$ cat src/rtl/resonator_bank_if.sv
// Sample/coefficient/result bundle of the resonator bank.
// The master side feeds samples and coefficients; the slave side returns results.
interface resonator_bank_if #(
    parameter int DATA_W = 32,
    parameter int COEF_W = 16,
    parameter int CH_W   = 2
);
    logic signed [DATA_W-1:0] sample_in;
    logic                     sample_valid;
    logic                     sample_ready;
    logic                     clr_state;
    logic                     coef_wr_en;
    logic [CH_W-1:0]          coef_wr_addr;
    logic signed [COEF_W-1:0] coef_t1;
    logic signed [COEF_W-1:0] coef_t2;
    logic                     out_valid;
    logic [CH_W-1:0]          out_ch;
    logic signed [DATA_W-1:0] out_data;
    logic                     out_last;
    logic                     out_frame_end;

    modport master (
        output sample_in, sample_valid, clr_state, coef_wr_en, coef_wr_addr, coef_t1, coef_t2,
        input  sample_ready, out_valid, out_ch, out_data, out_last, out_frame_end
    );

    modport slave (
        input  sample_in, sample_valid, clr_state, coef_wr_en, coef_wr_addr, coef_t1, coef_t2,
        output sample_ready, out_valid, out_ch, out_data, out_last, out_frame_end
    );
endinterface

$ cat src/rtl/resonator_bank.sv
// Time-multiplexed bank of second-order Goertzel-style resonators sharing one multiplier pair.
// Each accepted sample visits every channel, one per cycle, with frame-based state clearing.
module resonator_bank #(
    parameter int DATA_W    = 32,
    parameter int COEF_W    = 16,
    parameter int NUM_CH    = 4,
    parameter int FRAME_LEN = 256,
    parameter int SHIFT     = 2,
    parameter int SATURATE  = 0
) (
    input  logic              clk_in,
    input  logic              rst_sys,
    resonator_bank_if.slave   bus
);
    localparam int CH_W = (NUM_CH > 1) ? $clog2(NUM_CH) : 1;
    localparam int FC_W = (FRAME_LEN > 1) ? $clog2(FRAME_LEN) : 1;
    localparam logic signed [DATA_W-1:0] SMAX = {1'b0, {(DATA_W-1){1'b1}}};
    localparam logic signed [DATA_W-1:0] SMIN = {1'b1, {(DATA_W-1){1'b0}}};

    typedef enum logic {IDLE, PROC} state_t;

    state_t                   state_q, state_d;
    logic [CH_W-1:0]          k_q, k_d;
    logic signed [DATA_W-1:0] x_q, x_d;
    logic [FC_W-1:0]          frame_q, frame_d;
    logic signed [DATA_W-1:0] q1_q [NUM_CH];
    logic signed [DATA_W-1:0] q2_q [NUM_CH];
    logic signed [COEF_W-1:0] t1_q [NUM_CH];
    logic signed [COEF_W-1:0] t2_q [NUM_CH];

    logic                     outValid_q;
    logic [CH_W-1:0]          outCh_q;
    logic signed [DATA_W-1:0] outData_q;
    logic                     outLast_q;
    logic                     outFrameEnd_q;

    logic                     readyInt;
    logic                     lastCh;
    logic                     frameEnd;
    logic                     busy;
    logic signed [COEF_W-1:0] q1h;
    logic signed [DATA_W-1:0] q2Cur;
    logic signed [DATA_W-1:0] prod;
    logic signed [DATA_W-1:0] fb;
    logic signed [DATA_W+1:0] sum;
    logic                     ovf;
    logic signed [DATA_W-1:0] s;
    logic signed [COEF_W-1:0] sHi;
    logic signed [DATA_W-1:0] outProd;

    // Shared datapath for the channel selected by k_q; the sum keeps two guard bits.
    always_comb begin
        q1h     = q1_q[k_q][DATA_W-1 -: COEF_W];
        q2Cur   = q2_q[k_q];
        prod    = q1h * t1_q[k_q];
        fb      = prod <<< SHIFT;
        sum     = {{2{x_q[DATA_W-1]}}, x_q} + {{2{fb[DATA_W-1]}}, fb}
                - {{2{q2Cur[DATA_W-1]}}, q2Cur};
        ovf     = (sum[DATA_W+1:DATA_W-1] != 3'b000) && (sum[DATA_W+1:DATA_W-1] != 3'b111);
        s       = sum[DATA_W-1:0];
        if ((SATURATE != 0) && ovf) begin
            s = sum[DATA_W+1] ? SMIN : SMAX;
        end
        sHi     = s[DATA_W-1 -: COEF_W];
        outProd = sHi * t2_q[k_q];
    end

    always_comb begin
        state_d  = state_q;
        k_d      = k_q;
        x_d      = x_q;
        frame_d  = frame_q;
        readyInt = 1'b0;
        busy     = (state_q == PROC);
        lastCh   = (k_q == CH_W'(NUM_CH - 1));
        frameEnd = (frame_q == FC_W'(FRAME_LEN - 1));
        case (state_q)
            IDLE: begin
                readyInt = 1'b1;
                if (bus.sample_valid && !bus.clr_state) begin
                    state_d = PROC;
                    k_d     = '0;
                    x_d     = bus.sample_in;
                end
            end
            PROC: begin
                k_d = k_q + 1'b1;
                if (lastCh) begin
                    state_d = IDLE;
                    frame_d = frameEnd ? '0 : frame_q + 1'b1;
                end
            end
            default: state_d = IDLE;
        endcase
        // A soft clear abandons whatever is in flight, including a same-cycle handshake.
        if (bus.clr_state) begin
            state_d = IDLE;
            frame_d = '0;
        end
    end

    always_ff @(posedge clk_in) begin
        if (rst_sys) begin
            state_q       <= IDLE;
            k_q           <= '0;
            x_q           <= '0;
            frame_q       <= '0;
            outValid_q    <= 1'b0;
            outCh_q       <= '0;
            outData_q     <= '0;
            outLast_q     <= 1'b0;
            outFrameEnd_q <= 1'b0;
            for (int i = 0; i < NUM_CH; i++) begin
                q1_q[i] <= '0;
                q2_q[i] <= '0;
                t1_q[i] <= '0;
                t2_q[i] <= '0;
            end
        end else begin
            state_q    <= state_d;
            k_q        <= k_d;
            x_q        <= x_d;
            frame_q    <= frame_d;
            outValid_q <= busy && !bus.clr_state;
            if (busy && !bus.clr_state) begin
                outCh_q       <= k_q;
                outData_q     <= outProd;
                outLast_q     <= lastCh;
                outFrameEnd_q <= frameEnd;
            end
            // The frame-end clear overrides the last channel's own state update.
            if (bus.clr_state || (busy && lastCh && frameEnd)) begin
                for (int i = 0; i < NUM_CH; i++) begin
                    q1_q[i] <= '0;
                    q2_q[i] <= '0;
                end
            end else if (busy) begin
                q2_q[k_q] <= q1_q[k_q];
                q1_q[k_q] <= s;
            end
            if (bus.coef_wr_en && (int'(bus.coef_wr_addr) < NUM_CH)) begin
                t1_q[bus.coef_wr_addr] <= bus.coef_t1;
                t2_q[bus.coef_wr_addr] <= bus.coef_t2;
            end
        end
    end

    assign bus.sample_ready  = readyInt && !rst_sys;
    assign bus.out_valid     = outValid_q;
    assign bus.out_ch        = outCh_q;
    assign bus.out_data      = outData_q;
    assign bus.out_last      = outLast_q;
    assign bus.out_frame_end = outFrameEnd_q;
endmodule

$ cat src/flat_wrapper.sv
// flat-port wrapper written by rule: the top's interface ports become plain ports
module resonator_bank_flat 
#(
    parameter int DATA_W    = 32,
    parameter int COEF_W    = 16,
    parameter int NUM_CH    = 4,
    parameter int FRAME_LEN = 256,
    parameter int SHIFT     = 2,
    parameter int SATURATE  = 0
)
  (clk_in, rst_sys, bus_sample_in, bus_sample_valid, bus_clr_state, bus_coef_wr_en, bus_coef_wr_addr, bus_coef_t1, bus_coef_t2, bus_sample_ready, bus_out_valid, bus_out_ch, bus_out_data, bus_out_last, bus_out_frame_end);
  resonator_bank_if #(.DATA_W(DATA_W), .COEF_W(COEF_W), .CH_W(2)) bus_i ();
  input  logic clk_in;
  input  logic rst_sys;
  input wire logic [$bits(bus_i.sample_in)-1:0] bus_sample_in;
  input wire logic [$bits(bus_i.sample_valid)-1:0] bus_sample_valid;
  input wire logic [$bits(bus_i.clr_state)-1:0] bus_clr_state;
  input wire logic [$bits(bus_i.coef_wr_en)-1:0] bus_coef_wr_en;
  input wire logic [$bits(bus_i.coef_wr_addr)-1:0] bus_coef_wr_addr;
  input wire logic [$bits(bus_i.coef_t1)-1:0] bus_coef_t1;
  input wire logic [$bits(bus_i.coef_t2)-1:0] bus_coef_t2;
  output wire logic [$bits(bus_i.sample_ready)-1:0] bus_sample_ready;
  output wire logic [$bits(bus_i.out_valid)-1:0] bus_out_valid;
  output wire logic [$bits(bus_i.out_ch)-1:0] bus_out_ch;
  output wire logic [$bits(bus_i.out_data)-1:0] bus_out_data;
  output wire logic [$bits(bus_i.out_last)-1:0] bus_out_last;
  output wire logic [$bits(bus_i.out_frame_end)-1:0] bus_out_frame_end;
  assign bus_i.sample_in = bus_sample_in;
  assign bus_i.sample_valid = bus_sample_valid;
  assign bus_i.clr_state = bus_clr_state;
  assign bus_i.coef_wr_en = bus_coef_wr_en;
  assign bus_i.coef_wr_addr = bus_coef_wr_addr;
  assign bus_i.coef_t1 = bus_coef_t1;
  assign bus_i.coef_t2 = bus_coef_t2;
  assign bus_sample_ready = bus_i.sample_ready;
  assign bus_out_valid = bus_i.out_valid;
  assign bus_out_ch = bus_i.out_ch;
  assign bus_out_data = bus_i.out_data;
  assign bus_out_last = bus_i.out_last;
  assign bus_out_frame_end = bus_i.out_frame_end;
  resonator_bank #(.DATA_W(DATA_W), .COEF_W(COEF_W), .NUM_CH(NUM_CH), .FRAME_LEN(FRAME_LEN), .SHIFT(SHIFT), .SATURATE(SATURATE)) u_core (.clk_in(clk_in), .rst_sys(rst_sys), .bus(bus_i));
endmodule
$ cat config.mk
export PLATFORM = sky130hd
export DESIGN_NAME = resonator_bank_flat
export DESIGN_NICKNAME = d
export VERILOG_FILES = /design/src/rtl/resonator_bank_if.sv /design/src/rtl/resonator_bank.sv /design/src/flat_wrapper.sv
export SDC_FILE = /design/constraint.sdc
export NUM_CORES = 2
export LEC_CHECK = 0
export BUFFER_PORTS_ARGS = -buffer_cell sky130_fd_sc_hd__buf_2
export CORE_MARGIN = 8
export CORE_UTILIZATION = 55
export DETAILED_ROUTE_END_ITERATION = 16
export PLACE_DENSITY = 0.81
export SETUP_SLACK_MARGIN = 0.02
export SLEW_MARGIN = 30
export SYNTH_ARGS = -nofsm -noshare
export SYNTH_HDL_FRONTEND = slang
export SYNTH_SLANG_ARGS = --single-unit
$ cat constraint.sdc
create_clock -name clk_in -period 31.9 [get_ports clk_in]
set_input_delay 1.595 -clock clk_in [delete_from_list [all_inputs] [get_ports clk_in]]
set_output_delay 1.595 -clock clk_in [all_outputs]
set_load 0.1 [all_outputs]
Word-level counts from Yosys, hierarchy flattened --
Memories as Yosys holds them, arrays and structs flattened. A register that Yosys moved wholly into a read port is not among the register bits. Index checks and enable logic that the tools add are counted.
Word-level totals: RAM bits 384, memories 4, flip-flop bits (word level) 80, input port bits 71, word-level logic and storage cells 93
Cells by class: reductions and logical operators 15, muxes and demuxes 47, eq/ne operators 3, add/subtract/negate cells 4, bitwise logic cells 9, multipliers 2
Memory list:
- u_core.q1_q | depth 4, bits a word 32, read ports 1, clocked after memory_dff 1, wr ports 4, line resonator_bank.sv:26 | logic signed [DATA_W-1:0] q1_q [NUM_CH];
- u_core.q2_q | depth 4, bits a word 32, read ports 1, clocked after memory_dff 1, wr ports 4, line resonator_bank.sv:27 | logic signed [DATA_W-1:0] q2_q [NUM_CH];
- u_core.t1_q | depth 4, bits a word 16, read ports 1, clocked after memory_dff 1, wr ports 4, line resonator_bank.sv:28 | logic signed [COEF_W-1:0] t1_q [NUM_CH];
- u_core.t2_q | depth 4, bits a word 16, read ports 1, clocked after memory_dff 1, wr ports 4, line resonator_bank.sv:29 | logic signed [COEF_W-1:0] t2_q [NUM_CH];
Operators by type and width (number):
- $mux 32 | 10
- $reduce_or 32->1 | 2
- $add 32x32->32 | 1
- $mul 16x16->32 | 1
- $mux 16 | 2
- $reduce_or 16->1 | 2
- $sub 32x32->32 | 1
- $mul 16x16->30 | 1
- $mux 2 | 13
- $mux 1 | 19
- $add 8x1->8 const B | 1
- $eq 8x8->1 const B | 1
- $mux 8 | 1
- $or 1x1->1 | 8
- $logic_and 1x1->1 | 5
- $pmux 2 s2 | 1
- $reduce_and 2->1 | 2
- $add 2x1->2 const B | 1
- $eq 2x2->1 const B | 1
- $logic_not 1->1 | 2
- $ne 2x1->1 const B | 1
- $pmux 1 s2 | 1
- $reduce_or 2->1 | 1
- $logic_or 1x1->1 | 1
- $not 1->1 | 1

Depth between registers and ports, before layout --
depth after elaboration 9, depth in mapped cells 66, depth with buffers taken out 59

Least setup slack after synthesis --
Ideal clock, no wire load.
kind register to register, from register (tool-made name), to register u_core.outData_q[26], in the netlist u_core.bus.out_data[26], setup slack 16.920 ns, arrival time 14.847 ns, library setup time 0.133 ns, data required time 31.767 ns, cell stages (with the launch flop) 62, cell sequence dfxtp_1 -> buf_2 -> buf_2 -> buf_2 -> clkbuf_1 -> buf_2 -> nand2_1 -> o21ai_1 -> clkbuf_1 -> nor2_1 -> fa_1 -> inv_1 -> fa_1 -> fa_1 -> fa_1 -> inv_1 -> fa_1 -> inv_1 -> (+26 left out) -> fa_1 -> fa_1 -> fa_1 -> inv_1 -> fa_1 -> inv_1 -> fa_1 -> inv_1 -> ha_1 -> a21o_1 -> a21o_1 -> a21o_1 -> or4_1 -> and2_1 -> a21o_1 -> a21oi_1 -> xor2_1 -> o22ai_1
RTL lines:
- end signal: assignment | line resonator_bank.sv:127 | outData_q <= outProd;
- end: declaration | line resonator_bank.sv:33 | logic signed [DATA_W-1:0] outData_q;

==> metrics <==
Die Y-Extent=289 um; Mapped Cells=about 3,900; RSZ-0062 raised after global routing=no; total congestion overflow=0; cts hold-fix bufs=0; Initial Util=~55%; IO Count=about 110; Mapped Area=around 41,000 sq um; WHS=about 450 ps; die width=289 um; Max FO, Critical Path=61; flops & latches, synth=466; Worst Tran Pin Value=1060 ps; critical setup path kind=register to register; DP HPWL=approximately 75 mm; Post-synth EDFFs=between 300 and 400; Worst slew margin=29.3%; CTS resizes=0; Data arrival, critical path=between 15,000 and 20,000 ps; Layout Skew=around 19 ps; adder-cell share of the synthesized area=32.2%; Layout area overhead=8.25%; Util after Layout=between 50% and 60%; post-synth top area share=28.2%; antenna violations before repair=7; Rows=100; status=completed; yosys warns=0; Final setup violation count=0; asr flop ratio synth=0%; largest family of logic cells by synthesized area=adder cells; top post-synthesis cells by area=edfxtp_1 (28%), fa_1 (26%), ha_1 (6.1%); number of DRC markers in iteration 0=about 2,500; Post CTS Setup Buffer Count=0; area of the core=roughly 74,000 sq um; Avg Cell Area, Syn=about 10 sq um; Critical Path Start Type=register; Antenna Violating Nets Remaining=0; vias in the first global route=about 30,000; detailed-route via count=around 29,000; ys flop type=edfxtp_1; most instantiated library cell after synthesis=inv_1; Final nets=between 4,000 and 5,000; Worst Path Required=around 32,000 ps; gr usage total=around a quarter; Reg clk slew, reported paths=~60 ps; Sum Neg Setup Slack=0 ps; Max-cap violations=0; global-route wire length before repair=about 160 mm; Final Hold Vio Count=0; sequential fraction of the synthesis area=about 32%; via-per-instance ratio=roughly 5.7; Max stage delay on crit path=920 ps; Root Driver=clkbuf_16; # DRC=0; post-synthesis xor/xnor area fraction=under 10%; placer congestion estimate=0.927; Post-Syn Nets=around 4,700; Synth Area in Compound Gates=5.82%; Clock Path Buffers=3; simple-gate portion of the synthesized area=around 14%; H-Tree Depth=2; cts bufs inserted=between 40 and 50; fin. max-slew vios=0; crit-path most repeated cell=fa_1; WL final=101 mm; period utilization=a little over half; WL/cell=20.3 um; Netlist cell types=78; worst skew pair latency=roughly 590 ps; most frequent cells after synthesis=inv_1 (631), fa_1 (533), nor2_1 (483); Hold Crit Class=register to register; CTS Sinks=466; TritonRoute pass-1 iters=6; mux share of post-synthesis cell area=5.43%; pin count of the biggest net entering global routing=66; area leader, netlist=edfxtp_1; die area=~83,000 sq um; I/O Buffers=between 100 and 150; share of cells above drive strength 1=10.5%; CP max-delay cell=dfxtp_4; FMAX=0.0576 GHz; CTS tree=built; Critical Path Sink Type=register; fin crit period=about 17,000 ps
[worst paths after layout]
| kind | to | startpoint | slack, ps | depth (start not counted) |
|---|---|---|---|---|
| setup reg to reg | u_core.bus.out_data[31]$_SDFFE_PP0P_ | register | 14530 | 55 |
| hold reg to reg | u_core.bus.out_data[6]$_SDFFE_PP0P_ | u_core.bus.out_data[6]$_SDFFE_PP0P_ | 450 | 2 |
| setup / recovery | u_core.bus.out_data[31]$_SDFFE_PP0P_ | register | 14530 | 55 |
| hold / removal | u_core.bus.out_data[6]$_SDFFE_PP0P_ | u_core.bus.out_data[6]$_SDFFE_PP0P_ | 450 | 2 |
[layer usage]
layer  wire length (um)  global-route usage (%)
met5                  0                       0
met4               4460                    9.82
met3               9270                    4.66
met2              50200                    42.6
met1              37300                    30.5
[registers in the layout, indices dropped and copies added, names as in the netlist, named ones only]
| signal | count |
|---|---|
| u_core.k_q | 2 |
| u_core.frame_q | 8 |
| u_core.busy | 1 |
| u_core.bus.out_data | 32 |
| u_core.t1_q | 64 |
| u_core.bus.out_last | 1 |
| u_core.q1_q | 128 |
| u_core.q2_q | 128 |
| u_core.t2_q | 64 |
| u_core.bus.out_ch | 2 |
| u_core.bus.out_frame_end | 1 |
| u_core.x_q | 32 |
| u_core.bus.out_valid | 1 |
[per-stage QoR]
stage	cells	setup WS, ps	cell area [sq um]
floorplan	3929	16920	40900
global placement	4904	15010	42500
detailed placement	4904	14500	42500
CTS	4993	14380	44200
global route	4995	13530	44300
finish	4997	14530	44300
[critical path: cells and delay by family (launching register included)]
| kind | cells | cell delay [ps] |
|---|---|---|
| adder cells (fa/ha/maj) | 15 | 7620 |
| AO/OA/AOI/OAI | 15 | 3290 |
| buffers and inverters | 11 | 2220 |
| AND/OR/NAND/NOR | 10 | 1880 |
| XOR/XNOR | 4 | 1200 |
| flip-flops | 1 | 920 |
[logic make-up after synthesis]
| logic type | after synthesis |
|---|---|
| flops | 466 |
| simple gates | 1291 |
| buf+inv | 802 |
| compound gates | 379 |
| fa+ha+maj | 732 |
| xor+xnor | 117 |
| mux | 142 |
[placed cells by master, fill, tap and decap left out, types with 59 or more instances in the layout]
| cell | synthesis | routed |
|---|---|---|
| buf_4 | 0 | 67 |
| fa_1 | 533 | 533 |
| dfxtp_1 | 82 | 80 |
| edfxtp_1 | 384 | 384 |
| ha_1 | 199 | 199 |
| o21ai_0 | 67 | 63 |
| and2_1 | 152 | 152 |
| mux4_2 | 59 | 59 |
| nor2b_1 | 67 | 66 |
| xnor2_1 | 84 | 81 |
| nor2_1 | 483 | 482 |
| buf_2 | 30 | 107 |
| nand2_1 | 423 | 419 |
| a21oi_1 | 127 | 127 |
| inv_1 | 631 | 631 |
[cell type report]
cell class,instances,area [sq um]
fillers,5858,29800
multi-input cells,2661,24800
flip-flops and latches,466,13200
inverters,632,2370
clock buffers,65,1350
well taps,969,1210
repair buffers,177,1090
clock inverters,24,300
diodes,3,7.51
Power is left out: the tool's default activity adds up to more than one toggle a clock period on the data nets, which glitch-free logic cannot reach.
